[config.mk]
export PLATFORM = sky130hd
export DESIGN_NAME = pipelined_ctrl_unit
export DESIGN_NICKNAME = d
export VERILOG_FILES = /design/src/rtl/pipelined_ctrl_unit.sv
export SDC_FILE = /design/constraint.sdc
export NUM_CORES = 1
export LEC_CHECK = 0
export ABC_CLOCK_PERIOD_IN_PS = 1830
export CORE_MARGIN = 4
export CORE_UTILIZATION = 41
export DETAILED_ROUTE_END_ITERATION = 12
export GPL_ROUTABILITY_DRIVEN = 1
export GPL_TIMING_DRIVEN = 0
export PLACE_DENSITY = 0.72
export SKIP_LAST_GASP = 1
export SLEW_MARGIN = 20
export SYNTH_ARGS = -nofsm -noshare
export SYNTH_HDL_FRONTEND = slang
export SYNTH_SLANG_ARGS = --single-unit
[constraint.sdc]
create_clock -name clk -period 1.83 [get_ports clk]
set_input_delay 0.366 -clock clk [delete_from_list [all_inputs] [get_ports clk]]
set_output_delay 0.366 -clock clk [all_outputs]
set_load 0.02 [all_outputs]
[src/rtl/pipelined_ctrl_unit.sv]
// RV32I(+M) control path: decodes the D-stage instruction and carries the control bundle
// through the E, M and W pipeline registers, holding E while a multicycle divide runs.
module pipelined_ctrl_unit #(
    parameter int unsigned EN_MEXT     = 1,
    parameter int unsigned DIV_LATENCY = 8
) (
    input  logic       clk,
    input  logic       reset,
    input  logic [6:0] Opcode,
    input  logic [2:0] Funct3,
    input  logic       Funct75,
    input  logic       Funct70,
    input  logic       FlushE,
    output logic [2:0] ImmSrcD,
    output logic       StallReq,
    output logic       MdStart,
    output logic       RegWriteE,
    output logic       ALUSrcE,
    output logic       BranchE,
    output logic       JumpE,
    output logic       PCResultSrcE,
    output logic       MulDivE,
    output logic       IllegalE,
    output logic [3:0] ALUControlE,
    output logic [2:0] Funct3E,
    output logic       RegWriteM,
    output logic       MemWriteM,
    output logic [2:0] ResultSrcM,
    output logic [2:0] Funct3M,
    output logic       RegWriteW,
    output logic [2:0] ResultSrcW
);

    localparam int unsigned CntW = (DIV_LATENCY > 1) ? $clog2(DIV_LATENCY) : 1;
    localparam logic [CntW-1:0] CntLoad = CntW'(DIV_LATENCY - 1);

    localparam logic [6:0] OpLoad  = 7'b0000011;
    localparam logic [6:0] OpStore = 7'b0100011;
    localparam logic [6:0] OpR     = 7'b0110011;
    localparam logic [6:0] OpI     = 7'b0010011;
    localparam logic [6:0] OpBr    = 7'b1100011;
    localparam logic [6:0] OpJal   = 7'b1101111;
    localparam logic [6:0] OpJalr  = 7'b1100111;
    localparam logic [6:0] OpLui   = 7'b0110111;
    localparam logic [6:0] OpAuipc = 7'b0010111;

    localparam logic [3:0] AluAdd  = 4'd0;
    localparam logic [3:0] AluSub  = 4'd1;
    localparam logic [3:0] AluAnd  = 4'd2;
    localparam logic [3:0] AluOr   = 4'd3;
    localparam logic [3:0] AluXor  = 4'd4;
    localparam logic [3:0] AluSlt  = 4'd5;
    localparam logic [3:0] AluSltu = 4'd6;
    localparam logic [3:0] AluSll  = 4'd7;
    localparam logic [3:0] AluSrl  = 4'd8;
    localparam logic [3:0] AluSra  = 4'd9;

    typedef struct packed {
        logic       reg_write;
        logic       mem_write;
        logic       alu_src;
        logic       branch;
        logic       jump;
        logic       pc_result_src;
        logic       mul_div;
        logic       illegal;
        logic [3:0] alu_control;
        logic [2:0] funct3;
        logic [2:0] result_src;
    } ctrl_e_t;

    typedef struct packed {
        logic       reg_write;
        logic       mem_write;
        logic [2:0] result_src;
        logic [2:0] funct3;
    } ctrl_m_t;

    typedef struct packed {
        logic       reg_write;
        logic [2:0] result_src;
    } ctrl_w_t;

    ctrl_e_t       dec;
    logic [1:0]    alu_op;
    logic          dec_is_div;
    ctrl_e_t       e_d, e_q;
    ctrl_m_t       m_d, m_q;
    ctrl_w_t       w_d, w_q;
    logic [CntW-1:0] md_cnt_d, md_cnt_q;
    logic          md_start_d, md_start_q;
    logic          md_busy;

    always_comb begin
        dec        = '0;
        dec.funct3 = Funct3;
        ImmSrcD    = 3'd0;
        alu_op     = 2'b00;
        case (Opcode)
            OpLoad: begin
                dec.reg_write  = 1'b1;
                dec.alu_src    = 1'b1;
                dec.result_src = 3'd1;
            end
            OpStore: begin
                dec.mem_write = 1'b1;
                dec.alu_src   = 1'b1;
                ImmSrcD       = 3'd1;
            end
            OpR: begin
                dec.reg_write = 1'b1;
                alu_op        = 2'b10;
                if ((EN_MEXT != 0) && Funct70) begin
                    dec.mul_div    = 1'b1;
                    dec.result_src = 3'd5;
                end
            end
            OpI: begin
                dec.reg_write = 1'b1;
                dec.alu_src   = 1'b1;
                alu_op        = 2'b10;
            end
            OpBr: begin
                dec.branch = 1'b1;
                ImmSrcD    = 3'd2;
                alu_op     = 2'b01;
            end
            OpJal: begin
                dec.reg_write  = 1'b1;
                dec.jump       = 1'b1;
                ImmSrcD        = 3'd3;
                dec.result_src = 3'd2;
            end
            OpJalr: begin
                dec.reg_write     = 1'b1;
                dec.jump          = 1'b1;
                dec.alu_src       = 1'b1;
                dec.result_src    = 3'd2;
                dec.pc_result_src = 1'b1;
            end
            OpLui: begin
                dec.reg_write  = 1'b1;
                ImmSrcD        = 3'd4;
                dec.result_src = 3'd3;
            end
            OpAuipc: begin
                dec.reg_write  = 1'b1;
                ImmSrcD        = 3'd4;
                dec.result_src = 3'd4;
            end
            default: dec.illegal = 1'b1;
        endcase

        case (alu_op)
            2'b00: dec.alu_control = AluAdd;
            2'b01: dec.alu_control = AluSub;
            default: begin
                case (Funct3)
                    3'b000:  dec.alu_control = (Opcode[5] & Funct75) ? AluSub : AluAdd;
                    3'b001:  dec.alu_control = AluSll;
                    3'b010:  dec.alu_control = AluSlt;
                    3'b011:  dec.alu_control = AluSltu;
                    3'b100:  dec.alu_control = AluXor;
                    3'b101:  dec.alu_control = Funct75 ? AluSra : AluSrl;
                    3'b110:  dec.alu_control = AluOr;
                    default: dec.alu_control = AluAnd;
                endcase
            end
        endcase
    end

    assign dec_is_div = dec.mul_div & Funct3[2];
    assign md_busy    = (md_cnt_q != '0);

    // A flush aborts an in-flight divide and takes priority over the stall hold.
    always_comb begin
        e_d        = e_q;
        md_cnt_d   = md_cnt_q;
        md_start_d = 1'b0;
        if (FlushE) begin
            e_d      = '0;
            md_cnt_d = '0;
        end else if (md_busy) begin
            md_cnt_d = md_cnt_q - CntW'(1);
        end else begin
            e_d        = dec;
            md_cnt_d   = dec_is_div ? CntLoad : '0;
            md_start_d = dec_is_div;
        end
    end

    always_comb begin
        m_d = '0;
        if (!md_busy) begin
            m_d.reg_write  = e_q.reg_write;
            m_d.mem_write  = e_q.mem_write;
            m_d.result_src = e_q.result_src;
            m_d.funct3     = e_q.funct3;
        end
        w_d.reg_write  = m_q.reg_write;
        w_d.result_src = m_q.result_src;
    end

    always_ff @(posedge clk) begin
        if (reset) begin
            e_q        <= '0;
            m_q        <= '0;
            w_q        <= '0;
            md_cnt_q   <= '0;
            md_start_q <= 1'b0;
        end else begin
            e_q        <= e_d;
            m_q        <= m_d;
            w_q        <= w_d;
            md_cnt_q   <= md_cnt_d;
            md_start_q <= md_start_d;
        end
    end

    assign StallReq     = md_busy;
    assign MdStart      = md_start_q;
    assign RegWriteE    = e_q.reg_write;
    assign ALUSrcE      = e_q.alu_src;
    assign BranchE      = e_q.branch;
    assign JumpE        = e_q.jump;
    assign PCResultSrcE = e_q.pc_result_src;
    assign MulDivE      = e_q.mul_div;
    assign IllegalE     = e_q.illegal;
    assign ALUControlE  = e_q.alu_control;
    assign Funct3E      = e_q.funct3;
    assign RegWriteM    = m_q.reg_write;
    assign MemWriteM    = m_q.mem_write;
    assign ResultSrcM   = m_q.result_src;
    assign Funct3M      = m_q.funct3;
    assign RegWriteW    = w_q.reg_write;
    assign ResultSrcW   = w_q.result_src;

endmodule

Word-level counts from Yosys, hierarchy flattened

Index checks and enable logic that the tools add are counted.

Bitwise operators: 2
Multiplexer cells: 19
Add/subtract/negate cells: 1
Equality and inequality tests: 16
Reduce and logical (&&, ||, !) cells: 12

Operators with widths:

| kind                  | count |
|---|---|
| $pmux W4 S7           | 1 |
| $eq A7 B6 Y1 const B  | 3 |
| $eq A7 B7 Y1 const B  | 3 |
| $pmux W3 S5           | 1 |
| $eq A7 B5 Y1 const B  | 2 |
| $pmux W3 S4           | 1 |
| $mux W1               | 11 |
| $reduce_or A2 Y1      | 5 |
| $eq A3 B3 Y1 const B  | 3 |
| $mux W3               | 3 |
| $reduce_or A9 Y1      | 1 |
| $pmux W4 S2           | 1 |
| $eq A7 B2 Y1 const B  | 1 |
| $reduce_or A7 Y1      | 1 |
| $eq A3 B2 Y1 const B  | 2 |
| $pmux W2 S2           | 1 |
| $reduce_or A4 Y1      | 1 |
| $eq A3 B1 Y1 const B  | 1 |
| $logic_not A3 Y1      | 1 |
| $reduce_bool A3 Y1    | 1 |
| $reduce_or A3 Y1      | 1 |
| $sub A3 B1 Y3 const B | 1 |
| $and A1 B1 Y1         | 2 |
| $eq A2 B1 Y1 const B  | 1 |
| $logic_not A2 Y1      | 1 |

Output and inout bits: 31
Word-level logic and storage cells: 69
Register bits after elaboration: 34
Input port bits: 15

Longest topological paths before layout

Gate-level depths: netlist of run 1.

Depth after elaboration: 5
Gate-level depth with buffers: 8
Gate-level depth less buffers: 7

Worst setup path after synthesis of run 1

OpenSTA, ideal clock, no wires.

Path type: register -> output
Start point: reg md_cnt_q[0]
End point: out StallReq
Path slack: 176 ps
Cell stages (with the launch flop): 7
Arrival time: 1288 ps
Required time: 1464 ps
Cells stage by stage: dfxtp_1 -> inv_1 -> ha_1 -> nor2b_1 -> buf_2 -> inv_2 -> clkbuf_1

Cells in the longest elaborated chain, start to end: 1

RTL lines:

| element                  | line | text |
|---|---|---|
| start: declaration       | 90   | `logic [CntW-1:0] md_cnt_d, md_cnt_q;` |
| start signal: assignment | 215  | `md_cnt_q <= md_cnt_d;` |
| $reduce_bool A3 Y1       | 173  | `assign md_busy = (md_cnt_q != '0);` |
| end: declaration         | 15   | `output logic StallReq,` |

Every way passes these cells.

Worst setup path in the final report of run 1

Start point: in Opcode[4]
End point: out ImmSrcD[0]

Cells in the longest elaborated chain, start to end: 3
Elaborated cells on any way between the ends: 7

RTL lines:

| element                                      | line | text |
|---|---|---|
| start: declaration                           | 9    | `input logic [6:0] Opcode,` |
| $eq A7 B5 Y1 or $eq A7 B6 Y1 (tied branches) | 99   | `case (Opcode)` |
| $reduce_or A2 Y1 (no source line)            | -    |  |
| $pmux W3 S4 *                                | 99   |  |
| end: declaration                             | 14   | `output logic [2:0] ImmSrcD,` |

Mark *: on every way between the ends. The rest lies on a longest branch, timed or not.

==> flow_summary.ini, run 1 <==
[routing]
drt_iter0_markers = 55
viasPerCell = 5.16
drc = 0
drt-total-wl_um = 3540
drt_first_pass_iters = 4
ant_nets = 0
route.vias.total = 1373
wl_per_cell_um = 13.3

[worst_setup_path]
critPathLaunchType = primary input
slowest_delay_ns = 0.26
crit_path_end_kind = output pin
crit_chain = clkdlybuf4s15_2 -> nand4b_1 -> nor2_2 -> buf_4 -> a21o_1 -> buf_4
crit_arrival_ns = 1.42
critPathRequiredTime_ns = 1.46
r2r-start = md_cnt_q[0]$_SDFF_PP0_
ff2ff_setup_slack_ns = 0.15
crit_type = primary input to output pin
crit_fanout = 8
cpMostUsedCell = buf_4
crit_slowest_cell = clkdlybuf4s15_2
crit_start = Opcode[4]

[synthesis]
synthCells = 165
synthArstFlopShare_pct = 0
synth_cell_types = 43
ys_seq_area_share_pct = 45.7
synth.avg_cell_area_sq_um = 9.03
synth_edf_count = 0
syn_nets = 182
yosysWarnings = 0
syn_area_sq_um = 1490
synth-seq-cells = 34
synthFlopType = dfxtp_1

[layout]
fin_nets = 238
utilization_pct = 61.8
fill_cells = 315
syn_to_final_growth_pct = 41.6
final_common_cell = dfxtp_1
antennaDiodeCount = 0
layout_common_cells = dfxtp_1, clkdlybuf4s50_1, nand2_1, buf_4, a21oi_1
final_cells = 266
stdcell_area_sq_um = 2110
drive_above_1_share_pct = 21.4

[sta]
fmax_ghz = 0.559
rsz0062_at_grt = yes
setup_tns_ns = 0
finalHoldViolations = 0
tightest_slew_ns = 0.489
maxSlewViolCount = 0
report.final.setup_viol = 0
finalCritPeriodShare_pct = 97.8
clock_skew_ns = 0.00901
max_slew_margin_pct = 67.3
fin_crit_ns = 1.79

[floorplan]
ios = 46
die_height_um = 68.3
die_w_um = 68.3
core_area_sq_um = 3420
start_util_pct = 43.6
die_area_sq_um = 4660
placement_rows = 21

[placement]
placed_area_sq_um = 1970
place_inst = 253
io_buffers = 42
dp_hpwl_um = 2670
gp_congestion = 0.921

[worst_hold_path]
worst_hold_path_type = primary input to flip-flop
worstHoldStart = Funct3[2]

[clocking]
path_clk_slew_ns = 0.09
htreeDepth = 2
tritoncts = done
numCtsBuffers = 5
cts_max_path_buffers = 2
clkLatencyLatePin_ns = 0.33
holdBufCountCts = 0
clock-sinks = 34
root_buffer = clkbuf_4

[grt]
antenna_found_initial = 0
grt_max_degree = 11
grt_pass1_vias = 1341
grt_overflow = 0
grt_use_total_pct = 17.0
grt_pass1_wl_um = 5950

[power_and_ir_drop]
p_per_area_nw_per_um2 = 615
p_leak_nw = 0.858
total_power_w = 0.00130
vdd_drop_max_uv = 367

[run_status]
status = completed

[run]
drv_cap = 0
[power by group]
part | leakage (nW) | switching [W] | internal, W
Clock | 0.0302 | 0.000222 | 0.000173
Sequential | 0.275 | 0.00000350 | 0.000747
Combinational | 0.553 | 0.0000834 | 0.0000690
Total | 0.858 | 0.000309 | 0.000989
[Yosys cell counts, types with 2 or more instances]
| master | instances | area, sq um |
|---|---|---|
| nand2b_1 | 2 | 12.5 |
| ha_1 | 2 | 25.0 |
| buf_4 | 7 | 52.6 |
| nand3b_1 | 3 | 22.5 |
| a21oi_1 | 14 | 70.1 |
| mux2i_1 | 3 | 30.0 |
| nand2_1 | 18 | 67.6 |
| inv_1 | 5 | 18.8 |
| o21ai_1 | 7 | 35.0 |
| nor3_1 | 2 | 10.0 |
| buf_2 | 4 | 20.0 |
| and2_1 | 8 | 50.1 |
| clkbuf_1 | 4 | 15.0 |
| nor2b_1 | 5 | 31.3 |
| dfxtp_1 | 34 | 681 |
| nor2_1 | 14 | 52.6 |
| o21ai_0 | 5 | 25.0 |
| nor4_1 | 2 | 12.5 |
| a21o_1 | 2 | 15.0 |
[layout make-up]
type | instances | area [sq um] | share of cell area (%)
clock buffers | 6 | 51.3 | 2.43
multi-input cells | 109 | 724 | 34.3
well taps | 46 | 57.6 | 2.73
plain buffers | 15 | 103 | 4.86
inverters | 6 | 25.0 | 1.19
flip-flops and latches | 34 | 682 | 32.3
repair buffers | 50 | 467 | 22.1
[worst max-delay path, delay by kind of cell]
family / cells / cell delay (ns)
AND/OR/NAND/NOR: 2 / 0.42
AO/OA/AOI/OAI: 1 / 0.11
buffers and inverters: 3 / 0.52
[metal layers]
metal | GRT usage, % | routed length (um) | up-vias
li1 | - | - | 668
met1 | 19.6 | 1490 | 652
met2 | 28.6 | 1780 | 46
met3 | 5.58 | 218 | 7
met4 | 7.20 | 55 | 0
met5 | 0 | 0 | -
[logic make-up (layout without fill, tap and decap cells)]
logic type               Yosys count  count (layout)  synth area share, %
AO/OA/AOI/OAI                     38              38                 16.0
AND/OR/NAND/NOR                   64              64                 25.9
multiplexers                       3               3                 2.02
buffers and inverters             22              77                 7.64
flip-flops                        34              34                 45.7
XOR/XNOR                           2               2                 1.18
adder cells (fa/ha/maj)            2               2                 1.68
[stage by stage]
step           worst slack (ns)  hold slack (ns)
2_1_floorplan             0.176            0.413
3_3_place_gp             -0.760            0.426
3_5_place_dp             -0.800            0.438
4_1_cts                  0.0331            0.397
5_1_grt                -0.00406            0.408
6_report                 0.0399            0.402
[final timing paths]
path / endpoint / depth (start not counted)
min reg2reg: md_cnt_q[0]$_SDFF_PP0_ / 1
max reg2reg: ALUControlE[3]$_SDFFE_PP0N_ / 7
min: Funct3E[2]$_SDFFE_PP0N_ / 3
max: ImmSrcD[0] / 6
[state kept, by name, summed over array words and instances (netlist names), 3 cells and up]
signal,cells
Funct3M,3
Funct3E,3
e_q,4
ALUControlE,4
md_cnt_q,3
ResultSrcW,3
ResultSrcM,3
[timing repair]
| item | CTS | global route |
|---|---|---|
| endpoints found under the setup margin | 4 | 5 |
| pin swaps | 4 | 1 |
| setup buffers | 7 | 1 |
| resized for setup | 38 | 6 |
Power figures use the tool's default switching activity.
==> inputs of run 2 (changes only) <==
--- a/config.mk
+++ b/config.mk
@@ -13,7 +13,7 @@
 export GPL_TIMING_DRIVEN = 0
 export PLACE_DENSITY = 0.72
 export SKIP_LAST_GASP = 1
-export SLEW_MARGIN = 20
 export SYNTH_ARGS = -nofsm -noshare
 export SYNTH_HDL_FRONTEND = slang
 export SYNTH_SLANG_ARGS = --single-unit
+export TNS_END_PERCENT = 50
==> flow_summary.ini, run 2 (synthesized netlist as in run 1, its figures left out) <==
[routing]
viasPerCell = 5.09
drt-total-wl_um = 3540
drc = 0
wl_per_cell_um = 13.2
drt_first_pass_iters = 4
drt_iter0_markers = 55
route.vias.total = 1360
ant_nets = 0

[clocking]
holdBufCountCts = 0
cts_max_path_buffers = 2
htreeDepth = 2
path_clk_slew_ns = 0.09
numCtsBuffers = 5
root_buffer = clkbuf_4
clkLatencyLatePin_ns = 0.33
clock-sinks = 34
tritoncts = done

[sta]
rsz0062_at_grt = yes
fmax_ghz = 0.561
finalHoldViolations = 0
report.final.setup_viol = 0
max_slew_margin_pct = 67.4
tightest_slew_ns = 0.488
finalCritPeriodShare_pct = 97.5
setup_tns_ns = 0
maxSlewViolCount = 0
clock_skew_ns = 0.00901
fin_crit_ns = 1.78
setup_slack_ns = 0.0463

[grt]
grt_pass1_vias = 1341
grt_pass1_wl_um = 5950
grt_overflow = 0
grt_max_degree = 11
antenna_found_initial = 0
grt_use_total_pct = 17.0

[worst_setup_path]
crit_arrival_ns = 1.42
critPathRequiredTime_ns = 1.46
critPathLaunchType = flip-flop
crit_type = flip-flop to output pin
crit_path_end_kind = output pin
crit_fanout = 10
ff2ff_setup_slack_ns = 0.13

[floorplan]
die_w_um = 68.3
start_util_pct = 43.6
ios = 46
placement_rows = 21
die_area_sq_um = 4660
die_height_um = 68.3
core_area_sq_um = 3420

[power_and_ir_drop]
total_power_w = 0.00130
p_seq_share_pct = 57.8
p_int_w = 0.000989
p_per_area_nw_per_um2 = 616
p_comb_share_pct = 11.7
pwr-share-clk_pct = 30.5
vdd_drop_max_uv = 369
swShare_pct = 23.8
p_leak_nw = 0.845
switchingPower_w = 0.000309

[layout]
syn_to_final_growth_pct = 41.4
layout_common_cells = dfxtp_1, clkdlybuf4s50_1, buf_4
utilization_pct = 61.7
fin_nets = 239
drive_above_1_share_pct = 20.8
final_cells = 267
final_common_cell = dfxtp_1
antennaDiodeCount = 0

[worst_hold_path]
worst_hold_path_type = primary input to flip-flop

[placement]
place_inst = 253
dp_hpwl_um = 2670
gp_congestion = 0.921
io_buffers = 42
place_ws_ns = -0.800

[run]
drv_cap = 0

[run_status]
status = completed
==> run 2: cell type report <==
| cell class | count | area [sq um] |
|---|---|---|
| Buffer | 15 | 103 |
| Clock buffer | 6 | 51.3 |
| Fill cell | 314 | 1310 |
| Inverter | 6 | 25.0 |
| Multi-Input combinational cell | 109 | 724 |
| Sequential cell | 34 | 681 |
| Tap cell | 46 | 57.6 |
| Timing Repair Buffer | 51 | 465 |
==> run 2: worst paths after layout <==
path / startpoint / to / cells past startpoint
max reg2reg: md_cnt_q[0]$_SDFF_PP0_ / ALUControlE[3]$_SDFFE_PP0N_ / 7
min reg2reg: ALUControlE[1]$_SDFFE_PP0N_ / ALUControlE[1]$_SDFFE_PP0N_ / 2
min: Funct3[2] / Funct3E[2]$_SDFFE_PP0N_ / 3
max: md_cnt_q[0]$_SDFF_PP0_ / StallReq / 6
==> run 2: power by group through the flow <==
stage	registers (W)	clock network [W]	logic (W)
6_report	0.000750	0.000395	0.000152
2_1_floorplan	0.000773	0	0.0000739
5_1_grt	0.000752	0.000445	0.000166
3_5_place_dp	0.000768	0	0.000145
3_3_place_gp	0.000768	0	0.000141
4_1_cts	0.000750	0.000409	0.000150
==> run 2: through the flow <==
stage / cell area (sq um) / hold WS (ns)
6_report: 2110 / 0.403
5_1_grt: 2110 / 0.408
4_1_cts: 2090 / 0.397
3_5_place_dp: 1970 / 0.438
3_3_place_gp: 1970 / 0.426
2_1_floorplan: 1490 / 0.413
==> run 2: routing by layer <==
layer | vias up | wire length, um | GRT usage, %
met5 | - | 0 | 0
met4 | 0 | 59 | 7.20
met3 | 9 | 216 | 5.58
met2 | 49 | 1770 | 28.6
met1 | 634 | 1490 | 19.6
li1 | 668 | - | -
==> run 2: timing repair <==
item,CTS,global route
gates resized for setup,36,5
hold endpoints to repair,0,0
buffers inserted,7,2
gates cloned,0,0
pin swaps,4,1
setup endpoints to repair,4,5
==> run 2: critical path: stages (launching register included) <==
cell,delay (ns)
dfxtp_1,0.35
inv_1,0.06
ha_1,0.19
nor2b_4,0.14
inv_4,0.06
clkbuf_8,0.15
buf_4,0.14
